--- config.mk ---
export PLATFORM = sky130hd
export DESIGN_NAME = aes_word_sequencer
export DESIGN_NICKNAME = d
export VERILOG_FILES = /design/src/rtl/aes_word_sequencer.sv
export SDC_FILE = /design/constraint.sdc
export NUM_CORES = 1
export LEC_CHECK = 0
export BUFFER_PORTS_ARGS = -buffer_cell sky130_fd_sc_hd__clkbuf_2
export CAP_MARGIN = 30
export CORE_MARGIN = 1
export CORE_UTILIZATION = 54
export CTS_CLUSTER_SIZE = 20
export DETAILED_ROUTE_END_ITERATION = 8
export GPL_ROUTABILITY_DRIVEN = 0
export MAX_ROUTING_LAYER = met4
export PLACE_DENSITY = 0.88
export SETUP_SLACK_MARGIN = 0.5
export SLEW_MARGIN = 10
export SYNTH_ARGS = -nofsm -noshare
export SYNTH_HDL_FRONTEND = slang
export SYNTH_SLANG_ARGS = --single-unit
--- constraint.sdc ---
create_clock -name clk -period 2.15 [get_ports clk]
set_input_delay 0.43 -clock clk [delete_from_list [all_inputs] [get_ports clk]]
set_output_delay 0.43 -clock clk [all_outputs]
set_load 0.03 [all_outputs]
--- src/rtl/aes_word_sequencer.sv ---
// rtl/aes_word_sequencer.sv - packs four 32-bit words into an AES block, runs the core, unpacks the result
// The timeout abort keeps a hung core from wedging the stream; the block is dropped and load restarts.
module aes_word_sequencer #(
  parameter int TIMEOUT = 16
) (
  input  logic         clk,
  input  logic         reset,
  input  logic         s_valid,
  output logic         s_ready,
  input  logic [31:0]  s_data,
  input  logic         s_mode,
  output logic         core_start,
  output logic         core_enc_dec,
  output logic [127:0] core_data_in,
  input  logic [127:0] core_data_out,
  input  logic         core_done,
  output logic         m_valid,
  input  logic         m_ready,
  output logic [31:0]  m_data,
  output logic         m_last,
  output logic         busy,
  output logic         timeout_err
);

  localparam int CW = $clog2(TIMEOUT + 1);

  typedef enum logic [1:0] {LOAD, START, WAIT, DRAIN} state_t;

  state_t         state, state_nxt;
  logic [1:0]     word_cnt;
  logic [CW-1:0]  wait_cnt;
  logic [127:0]   result;
  logic           s_acc;
  logic           m_hs;
  logic           wait_expired;

  assign s_acc        = (state == LOAD) && s_valid && s_ready;
  assign m_hs         = (state == DRAIN) && m_valid && m_ready;
  assign wait_expired = (wait_cnt == CW'(TIMEOUT - 1));

  function automatic logic [31:0] word_sel(input logic [127:0] blk, input logic [1:0] idx);
    case (idx)
      2'd0:    word_sel = blk[127:96];
      2'd1:    word_sel = blk[95:64];
      2'd2:    word_sel = blk[63:32];
      default: word_sel = blk[31:0];
    endcase
  endfunction

  always_ff @(posedge clk or negedge reset) begin
    if (!reset) state <= LOAD;
    else        state <= state_nxt;
  end

  always_comb begin
    state_nxt  = state;
    core_start = 1'b0;
    busy       = (state != LOAD);
    case (state)
      LOAD:  if (s_acc && word_cnt == 2'd3) state_nxt = START;
      START: begin
        core_start = 1'b1;
        state_nxt  = WAIT;
      end
      // core_done is checked first so a completion on the last allowed cycle still counts
      WAIT: begin
        if (core_done)         state_nxt = DRAIN;
        else if (wait_expired) state_nxt = LOAD;
      end
      DRAIN: if (m_hs && word_cnt == 2'd3) state_nxt = LOAD;
      default: state_nxt = LOAD;
    endcase
  end

  // word_cnt doubles as the load slot index and the drain word index; both wrap at 3
  always_ff @(posedge clk or negedge reset) begin
    if (!reset) begin
      s_ready      <= 1'b0;
      word_cnt     <= 2'd0;
      wait_cnt     <= '0;
      core_enc_dec <= 1'b0;
      core_data_in <= '0;
      result       <= '0;
      m_valid      <= 1'b0;
      m_data       <= '0;
      m_last       <= 1'b0;
      timeout_err  <= 1'b0;
    end else begin
      s_ready <= (state_nxt == LOAD);

      if (state == WAIT) wait_cnt <= wait_cnt + 1'b1;
      else               wait_cnt <= '0;

      if (s_acc) begin
        case (word_cnt)
          2'd0:    core_data_in[127:96] <= s_data;
          2'd1:    core_data_in[95:64]  <= s_data;
          2'd2:    core_data_in[63:32]  <= s_data;
          default: core_data_in[31:0]   <= s_data;
        endcase
        word_cnt <= word_cnt + 2'd1;
        if (word_cnt == 2'd0) begin
          core_enc_dec <= s_mode;
          timeout_err  <= 1'b0;
        end
      end

      if (state == WAIT) begin
        if (core_done) begin
          result  <= core_data_out;
          m_valid <= 1'b1;
          m_data  <= core_data_out[127:96];
          m_last  <= 1'b0;
        end else if (wait_expired) begin
          timeout_err  <= 1'b1;
          core_data_in <= '0;
        end
      end

      if (m_hs) begin
        word_cnt <= word_cnt + 2'd1;
        if (word_cnt == 2'd3) begin
          m_valid <= 1'b0;
          m_last  <= 1'b0;
        end else begin
          m_data <= word_sel(result, word_cnt + 2'd1);
          m_last <= (word_cnt == 2'd2);
        end
      end
    end
  end

endmodule

; ---- Word level (Yosys, flattened, before mapping)
; Index checks and enable logic that the tools add are counted.
[totals]
reg_bits = 302
out_inout_bits = 167
word_cells = 75
[op_classes]
addsub = 2
n_eq_ne = 9
muxes = 35
n_reduce_logical = 18
[ops]
columns = operator, count
row1 = 128-bit 2-to-1 mux, 4
row2 = 32-bit 2-to-1 mux, 8
row3 = 32-bit one-hot mux with 3 select lines, 1
row4 = 1-bit 2-to-1 mux, 14
row5 = 2-bit 2-to-1 mux, 6
row6 = 2-bit equality test (second input constant), 5
row7 = 2-bit zero test, 4
row8 = 2-bit one-hot mux with 4 select lines, 1
row9 = 2-bit nonzero test, 4
row10 = 2-bit by 1-bit equality test with 1-bit output (second input constant), 3
row11 = 1-bit logical AND, 6
row12 = 2-bit AND reduction, 3
row13 = 5-bit by 1-bit adder with 5-bit output (second input constant), 1
row14 = 5-bit by 4-bit equality test with 1-bit output (second input constant), 1
row15 = 5-bit 2-to-1 mux, 1
row16 = 3-bit OR reduction, 1
row17 = 2-bit by 1-bit adder with 2-bit output (second input constant), 1

; ---- Logic depth before layout (Yosys ltp)
; Gate-level depths: netlist of the first run.
[logic_depth]
word_depth = 7
depth_mapped = 8
depth_no_buf = 6

; ---- Worst setup path after synthesis of the first run
; OpenSTA, ideal clock, no wires.
[synth_timing]
path_kind = register to register
from = reg word_cnt[0]
to = reg m_data[11]
arrival_time_ns = 1.624
required_time_ns = 2.073
path_slack_ns = 0.449
path_stages_with_launch = 7
n_path_buf = 1
period_less_slack_ns = 1.701
path_cell_list = dfrtp_1 -> inv_1 -> ha_1 -> clkbuf_1 -> a222oi_1 -> a2111o_1 -> o21ai_1
[synth_via]
elab_chain_len = 5
[synth_rtl]
columns = item, line
row1 = start: declaration, 30  ; logic [1:0] word_cnt;
row2 = start signal: assignment, 101  ; word_cnt <= word_cnt + 2'd1;
row3 = start signal: assignment, 121  ; word_cnt <= word_cnt + 2'd1;
row4 = 2-bit by 1-bit adder with 2-bit output, 126  ; m_data <= word_sel(result, word_cnt + 2'd1);
row5 = "2-bit equality test, or another cell as far along", 42  ; case (idx)
row6 = 32-bit one-hot mux with 3 select lines, 42
row7 = 32-bit 2-to-1 mux *, 122  ; if (word_cnt == 2'd3) begin
row8 = 32-bit 2-to-1 mux *, 120  ; if (m_hs) begin
row9 = end signal: assignment, 112  ; m_data <= core_data_out[127:96];
row10 = end signal: assignment, 126
row11 = end: declaration, 19  ; output logic [31:0] m_data,
; Every way passes the cells marked *; elsewhere a longest branch is shown, timed or not.
; A chain may end at the register's enable or synchronous reset.

; ---- Worst setup path in the final report of the first run
[layout_timing]
from = reg state[1]
to = reg core_data_in[44]
[layout_via]
elab_chain_len = 7
[layout_rtl]
columns = item, line
row1 = start: declaration, 29  ; state_t state, state_nxt;
row2 = start signal: assignment, 52  ; else state <= state_nxt;
row3 = 2-bit zero test, 37  ; assign s_acc = (state == LOAD) && s_valid && s_ready;
row4 = 1-bit logical AND (2 in series), 37
row5 = 128-bit 2-to-1 mux, 94  ; if (s_acc) begin
row6 = 128-bit 2-to-1 mux, 114  ; end else if (wait_expired) begin
row7 = 128-bit 2-to-1 mux, 109  ; if (core_done) begin
row8 = 128-bit 2-to-1 mux *, 108  ; if (state == WAIT) begin
row9 = end signal: assignment, 98  ; 2'd2: core_data_in[63:32] <= s_data;
row10 = end: declaration, 14  ; output logic [127:0] core_data_in,
; Marked as above.

==> impl_results.md, run 1 <==
* Vias at 14200
* F_max at 386 MHz
* Reg-to-reg endpoint: core_data_in[44]
* Fill cells at approximately 1100
* Pleak at between 9 and 10 nW
* Post-route antenna net violation count at 0
* Outcome: complete, but fails checks
* Sequence of cells on the critical path: buf_6, nand4bb_4, buf_16, o21ai_0, a21oi_2
* Die area at ~0.025 mm²
* Clock sinks at 302
* Mapped Nets at roughly 1300
* Power share of the sequential group at 0.337
* Area of the multi-input gates at 0.00663 mm²
* DIE HEIGHT at approximately 160 µm
* Bufs on Longest Clock Path at 3
* Max FO, Critical Path at 65
* Via/cell ratio at between 7 and 8
* Vias in the first global route at 13600
* Failing checks: setup timing
* Final setup fails at 6
* Die width at between 150 and 200 µm
* Int Pwr at 15.6 mW
* Wire per inst at between 30 and 40 µm
* Period utilization at 1.21
* Final slew viol count at 0
* Crit end category: flop
* Final TNS setup at -1.32 ns
* FP Rows at 57
* Syn avg cell area at between 10 and 15 µm²
* Critical path depth in cells at 5
* Area delta synth->final at 54.2%
* DR pass1 iterations at 8
* CP peak stage delay at about 0.95 ns
* Reg-to-Reg Start: state[1]
* Worst Setup Start Kind: flop
* Io pins at between 300 and 400
* # port buffers at ~330
* Crit path to: core_data_in[44]
* Largest net degree at the start of global routing at 131
* Slew headroom at 0.0322
* DRT iter0 DRCs at around 2400
* CTS tree: built
* Net Sw Frac at 0.398
* PD cells at 1260 mW/mm²
* Max-cap violations at 0
* Global Route Usage Sum at 0.423
* GRT overflow at 0
* CP top delay family: compound AO/OA/AOI/OAI gates
* Fin crit period at around 2.6 ns
* Switching pwr at 10.3 mW
* Starting Density at 0.550
* Hold Crit Class: primary input to flop
* Worst path required time at 2.53 ns
* VDD IR max at 0.952 mV
* Worst slack, placed at approximately 0.13 ns
* Crit Path Class: flop to flop
* Cells after Synth at roughly 1100
* Final Net Count at 1755
* Final WL at roughly 66000 µm
* Layout cells sized above 1 at 0.548
* Clock-pin slew on the worst setup and hold paths at approximately 0.080 ns
* WP buf/inv at 2
* Netlist cell types at 35
* Global-route wire length before repair at between 70000 and 80000 µm
* Fin. Hold Viols at 0
* CP max stage cell: o21ai_0
* Post-synthesis sequential area ratio at 0.566
* CTS H-tree lvls at 1
* Final WS setup at -0.443 ns
* Synthesized area at about 0.013 mm²
* # DRC at 0
* HPWL Detailed at between 20000 and 30000 µm
* #FFs+latches synth at roughly 300
* Core area at between 0.02 and 0.025 mm²
* Initial antenna violation count at 4
* Fin Clk Skew at approximately 0.058 ns
* Number of CTS-inserted buffers at 30
* Clock power frac at 0.215
* Crit path DAT at 2.98 ns
* RSZ-0062 raised after global routing: true
* Register area at about 0.0076 mm²
* Comb pwr share at 0.448
* Hold path depth at 2
* Root buf cell: clkbuf_16
* Worst-Skew Late Latency at 0.60 ns
* Flop2flop setup slack at -0.44 ns
* Worst reg2reg path depth at 5
* Syn. warnings at 0
* Crit path from: state[1]
* Worst-Margin Slew at 1.44 ns
[through the flow]
step | power [mW] | hold WS [ns] | std cells | utilization | instance area, µm²
finish | 25.9 | 0.0711 | 1931 | 0.848 | 20600
global route | 26.4 | 0.0720 | 1930 | 0.848 | 20600
CTS | 23.9 | 0.0786 | 1892 | 0.775 | 18800
detailed placement | 16.0 | 0.421 | 1733 | 0.636 | 15400
global placement | 15.6 | 0.422 | 1733 | 0.636 | 15400
floorplan | 13.3 | 0.134 | 1148 | - | 13300
[placed cells by master, fill, tap and decap left out, types with 3 or more instances in the layout]
| cell type | n |
|---|---|
| clkbuf_2 | 317 |
| dfrtp_1 | 300 |
| a21oi_2 | 112 |
| o21ai_0 | 101 |
| mux2_2 | 82 |
| nand3_1 | 65 |
| o21ai_1 | 61 |
| nand3_4 | 48 |
| mux2_1 | 47 |
| buf_4 | 46 |
| buf_12 | 46 |
| clkbuf_16 | 43 |
| buf_16 | 42 |
| a222oi_1 | 33 |
| mux2i_1 | 32 |
| a2111o_1 | 32 |
| buf_6 | 26 |
| nor2b_1 | 23 |
| nand3_2 | 17 |
| a21oi_4 | 16 |
| clkbuf_1 | 9 |
| buf_8 | 9 |
| clkbuf_8 | 8 |
| nor2b_4 | 7 |
| ha_4 | 7 |
| clkbuf_4 | 7 |
| nor2_1 | 6 |
| clkinv_2 | 6 |
| buf_2 | 6 |
| diode_2 | 4 |
| inv_1 | 3 |
| nor2b_2 | 3 |
| o21ai_2 | 3 |
[worst reg2reg max path, delay by kind of cell (launching register included)]
| kind | cells | cell delay, ns |
|---|---|---|
| AOI/OAI and AO/OA | 2 | 1.25 |
| buffers and inverters | 2 | 0.43 |
| DFF | 1 | 0.44 |
| and+or+nand+nor | 1 | 0.31 |
[flip-flops by register name (all words and copies together) (netlist names)]
register and count:
core_data_in 128, result 128, m_data 32, wait_cnt 5, state 2, word_cnt 2
core_enc_dec 1, m_last 1, m_valid 1, s_ready 1, timeout_err 1
[worst min-delay path by stage]
stage / startpoint / endpoint / slack (ns)
floorplan: reset / core_data_in[0] / 0.13
global route: core_data_out[35] / result[35] / 0.07
finish: s_mode / core_enc_dec / 0.07
detailed placement: reset / result[113] / 0.42
CTS: core_data_out[87] / result[87] / 0.08
global placement: reset / result[80] / 0.42
[per-layer routing]
| metal | global-route usage | vias up | share of wire |
|---|---|---|---|
| met2 | 0.668 | 1569 | 0.43 |
| li1 | - | 5146 | - |
| met5 | - | - | 0 |
| met1 | 0.491 | 6700 | 0.30 |
| met3 | 0.101 | 738 | 0.15 |
| met4 | 0.258 | 0 | 0.11 |
[cell usage after synthesis]
cell type	n	area, µm²
dfrtp_1	302	7560
nand3_1	130	651
a21oi_1	129	646
o21ai_0	120	601
mux2_2	82	923
clkbuf_1	61	229
mux2_1	47	529
o21ai_1	45	225
a222oi_1	33	330
nor2b_1	33	206
a2111o_1	32	360
mux2i_1	32	320
buf_2	31	155
buf_6	22	248
ha_1	9	113
inv_1	8	30.0
nor2_1	8	30.0
nand2_1	3	11.3
and3_1	2	12.5
buf_4	2	15.0
nand2b_1	2	12.5
xnor2_1	2	17.5
a21o_1	1	7.51
and2_1	1	6.26
and4_1	1	8.76
clkbuf_2	1	5.00
inv_2	1	3.75
nand3b_4	1	20.0
nand4_2	1	12.5
nand4bb_2	1	16.3
nor4bb_1	1	10.0
o21a_1	1	7.51
o22ai_1	1	6.26
or2_2	1	6.26
xor2_1	1	8.76
[power by group through the flow]
| stage | clock (mW) | combinational [mW] | sequential (mW) |
|---|---|---|---|
| 2_1_floorplan | 0 | 4.15 | 9.12 |
| 3_3_place_gp | 0 | 7.20 | 8.42 |
| 3_5_place_dp | 0 | 7.48 | 8.56 |
| 4_1_cts | 5.35 | 10.0 | 8.49 |
| 5_1_grt | 5.72 | 11.8 | 8.80 |
| 6_report | 5.58 | 11.6 | 8.72 |
[cell families after synthesis]
logic type | after synthesis | synth area share
buffers and inverters | 126 | 0.0514
adders and majority gates | 9 | 0.00844
AOI/OAI and AO/OA | 362 | 0.164
muxes | 161 | 0.133
and+or+nand+nor | 185 | 0.0752
DFF | 302 | 0.566
xor gates and xnor gates | 3 | 0.00197
[layout make-up]
cell class | count | share of cell area
Inverter | 9 | 0.00280
Clock buffer | 47 | 0.0440
Tap cell | 324 | 0.0197
Antenna cell | 4 | 0.000487
Clock inverter | 8 | 0.00438
Sequential cell | 302 | 0.368
Timing Repair inverter | 1 | 0.000365
Timing Repair Buffer | 515 | 0.239
Multi-Input combinational cell | 721 | 0.322
[timing repair]
action	in CTS	in global routing
pin swaps	54	98
setup buffers	64	19
hold buffers	1	0
gates cloned	39	16
resized for setup	170	282
setup endpoints to repair	293	227
endpoints found under the hold margin	56	0
Note: power is estimated with default switching activity, not from simulation.
==> run 2: changes to the inputs <==
--- a/config.mk
+++ b/config.mk
@@ -7,13 +7,15 @@
 export LEC_CHECK = 0
 export BUFFER_PORTS_ARGS = -buffer_cell sky130_fd_sc_hd__clkbuf_2
 export CAP_MARGIN = 30
+export CORE_ASPECT_RATIO = 0.9
 export CORE_MARGIN = 1
-export CORE_UTILIZATION = 54
+export CORE_UTILIZATION = 45
+export CTS_BUF_LIST = sky130_fd_sc_hd__clkbuf_2
 export CTS_CLUSTER_SIZE = 20
 export DETAILED_ROUTE_END_ITERATION = 8
 export GPL_ROUTABILITY_DRIVEN = 0
 export MAX_ROUTING_LAYER = met4
-export PLACE_DENSITY = 0.88
+export PLACE_DENSITY = 0.76
 export SETUP_SLACK_MARGIN = 0.5
 export SLEW_MARGIN = 10
 export SYNTH_ARGS = -nofsm -noshare
==> run 2 against run 1 <==
Against the previous run: the run still ends with setup timing left; flip-flop and latch count did not move; first-iteration DRC count fell by 17%; cell area rose by 13%; fmax rose by 16%; final cell count rose by 18%; non-clock buffer count rose by 189; via count rose by 2.0%; sequential share of layout area fell by 4.2 points; critical path depth rose by 1; sequential power rose by 2%; clock power fell by 24%; register-to-register slack improved by 0.35 ns; critical endpoint is now core_data_in[16]; largest cell class is now buffers.
==> impl_results.md, run 2 (synthesis results as in run 1) <==
* Outcome: complete, but fails checks (unchanged)
* Failing checks: setup timing (unchanged)
* Crit path DAT at 2.95 ns (was 2.98 ns)
* Layout cells sized above 1 at 0.498 (was 0.548)
* GRT overflow at 0 (unchanged)
* Final WL at 64000 µm (was 66400 µm)
* Crit path from: state[1] (unchanged)
* Worst-Skew Late Latency at 0.92 ns (was 0.60 ns)
* RSZ-0062 raised after global routing: true (unchanged)
* Starting Density at 0.460 (was 0.550)
* Largest net degree at the start of global routing at 128 (was 131)
* Slew headroom at 0.521 (was 0.0322)
* Post-route antenna net violation count at 0 (unchanged)
* Hold_ws at 0.0841 ns (was 0.0711 ns)
* Reg-to-Reg Start: state[1] (unchanged)
* Worst path required time at 2.86 ns (was 2.53 ns)
* PD cells at 1100 mW/mm² (was 1260 mW/mm²)
* F_max at 446 MHz (was 386 MHz)
* # port buffers at 332 (unchanged)
* # DRC at 0 (unchanged)
* Fin Clk Skew at 0.113 ns (was 0.0584 ns)
* Fin crit period at 2.24 ns (was 2.59 ns)
* Area delta synth->final at 74.0% (was 54.2%)
* Final setup fails at 1 (was 6)
* Bufs on Longest Clock Path at 3 (unchanged)
* Crit end category: flop (unchanged)
* Via/cell ratio at 6.35 (was 7.33)
* Worst slack, placed at 0.309 ns (was 0.133 ns)
* DIE HEIGHT at 165 µm (was 159 µm)
* Number of CTS-inserted buffers at 80 (was 30)
* FP Rows at 59 (was 57)
* Final Net Count at 1992 (was 1755)
* Most frequent cells in the layout: dfrtp_1, clkbuf_2, buf_8, dlygate4sd3_1, nand3_1 (was clkbuf_2, dfrtp_1, a21oi_2, o21ai_0, mux2_2)
* CTS tree: built (unchanged)
* Top Registers: core_data_in x128, result x128, m_data x32 (unchanged)
* Root buf cell: clkbuf_2 (was clkbuf_16)
* Wire per inst at 28.2 µm (was 34.4 µm)
* Placed Cells incl. Taps at 1807 (was 1733)
* Fin. Hold Viols at 0 (unchanged)
* Die area at 0.0303 mm² (was 0.0253 mm²)
* DRT iter0 DRCs at 1949 (was 2351)
* Clock-pin slew on the worst setup and hold paths at 0.16 ns (was 0.08 ns)
* Vias in the first global route at 14600 (was 13600)
* Io pins at 333 (unchanged)
* Max-cap violations at 0 (unchanged)
* Pleak at 10.5 nW (was 9.10 nW)
* Final slew viol count at 0 (unchanged)
* HPWL Detailed at 25100 µm (was 25400 µm)
* Clock sinks at 302 (unchanged)
* VDD IR max at 0.890 mV (was 0.952 mV)
* Vias at 14400 (was 14200)
* Most common cell after layout, fill and taps aside: dfrtp_1 (was clkbuf_2)
* Initial antenna violation count at 4 (unchanged)
* Global Route Usage Sum at 0.378 (was 0.423)
* Worst Setup Start Kind: flop (unchanged)
* Hold Crit Class: primary input to asynchronous set/reset pin (was primary input to flop)
* Period utilization at 1.04 (was 1.21)
* Final Non-Filler Cells at 2274 (was 1931)
* Total Power at 25.4 mW (was 25.9 mW)
* DR pass1 iterations at 6 (was 8)
* Worst-Margin Slew at 0.714 ns (was 1.44 ns)
* Global-route wire length before repair at 84100 µm (was 79800 µm)
* CTS H-tree lvls at 3 (was 1)
* Crit Path Class: flop to flop (unchanged)
* Core area at 0.0290 mm² (was 0.0242 mm²)
* Die width at 184 µm (was 159 µm)
* Final WS setup at -0.0936 ns (was -0.443 ns)
* Max FO, Critical Path at 127 (was 65)
## run 2: what timing repair did
| action | in CTS | in global routing |
|---|---|---|
| pin swaps | 29 | 39 |
| setup buffers | 60 | 53 |
| hold endpoints to repair | 559 | 0 |
| cloned | 37 | 9 |
| endpoints found under the setup margin | 438 | 342 |
| hold buffers | 165 | 0 |
| gates resized for setup | 552 | 333 |
## run 2: where the power goes
group	leakage [nW]	internal [mW]	switching [mW]
Clock	0.516	1.52	2.70
Combinational	6.14	6.16	6.15
Sequential	3.83	7.43	1.48
Total	10.5	15.1	10.3
## run 2: through the flow
| step | setup TNS [ns] | area, µm² | utilization |
|---|---|---|---|
| 2_1_floorplan | 0 | 13300 | - |
| 3_3_place_gp | 0 | 15500 | 0.536 |
| 3_5_place_dp | 0 | 15500 | 0.536 |
| 4_1_cts | -0.0268 | 21600 | 0.746 |
| 5_1_grt | -0.349 | 23200 | 0.800 |
| 6_report | -0.0936 | 23200 | 0.800 |
## run 2: worst max-delay path, stage by stage (launching register included)
cell and delay, ns:
dfrtp_2 0.44, buf_4 0.15, buf_8 0.12, nand4bb_4 0.28
buf_12 0.27, o21ai_1 0.66, a21oi_4 0.11
## run 2: area by class of cell
| cell class | count | area (µm²) |
|---|---|---|
| tap | 396 | 495 |
| timing repair buffer | 704 | 8140 |
| clock buffer | 113 | 566 |
| antenna | 9 | 22.5 |
| fill | 1501 | 5800 |
| inverter | 9 | 58.8 |
| sequential | 302 | 7560 |
| multi-input combinational | 720 | 6250 |
| clock inverter | 21 | 118 |
## run 2: final timing paths
check	endpoint	slack [ns]	cells after the start
setup reg to reg	core_data_in[16]	-0.09	6
min in group clk	result[78]	0.31	3
setup / recovery	core_data_in[16]	-0.09	6
hold / removal	result[16]	0.08	2
max in group asynchronous	core_data_in[16]	1.24	3
hold reg to reg	wait_cnt[0]	0.48	1
## run 2: per-layer routing
layer,vias up,GRT usage,wire length (µm)
met5,-,-,0
met4,0,0.242,4890
met3,476,0.104,6670
met2,1301,0.591,30100
met1,7015,0.433,22400
li1,5647,-,-
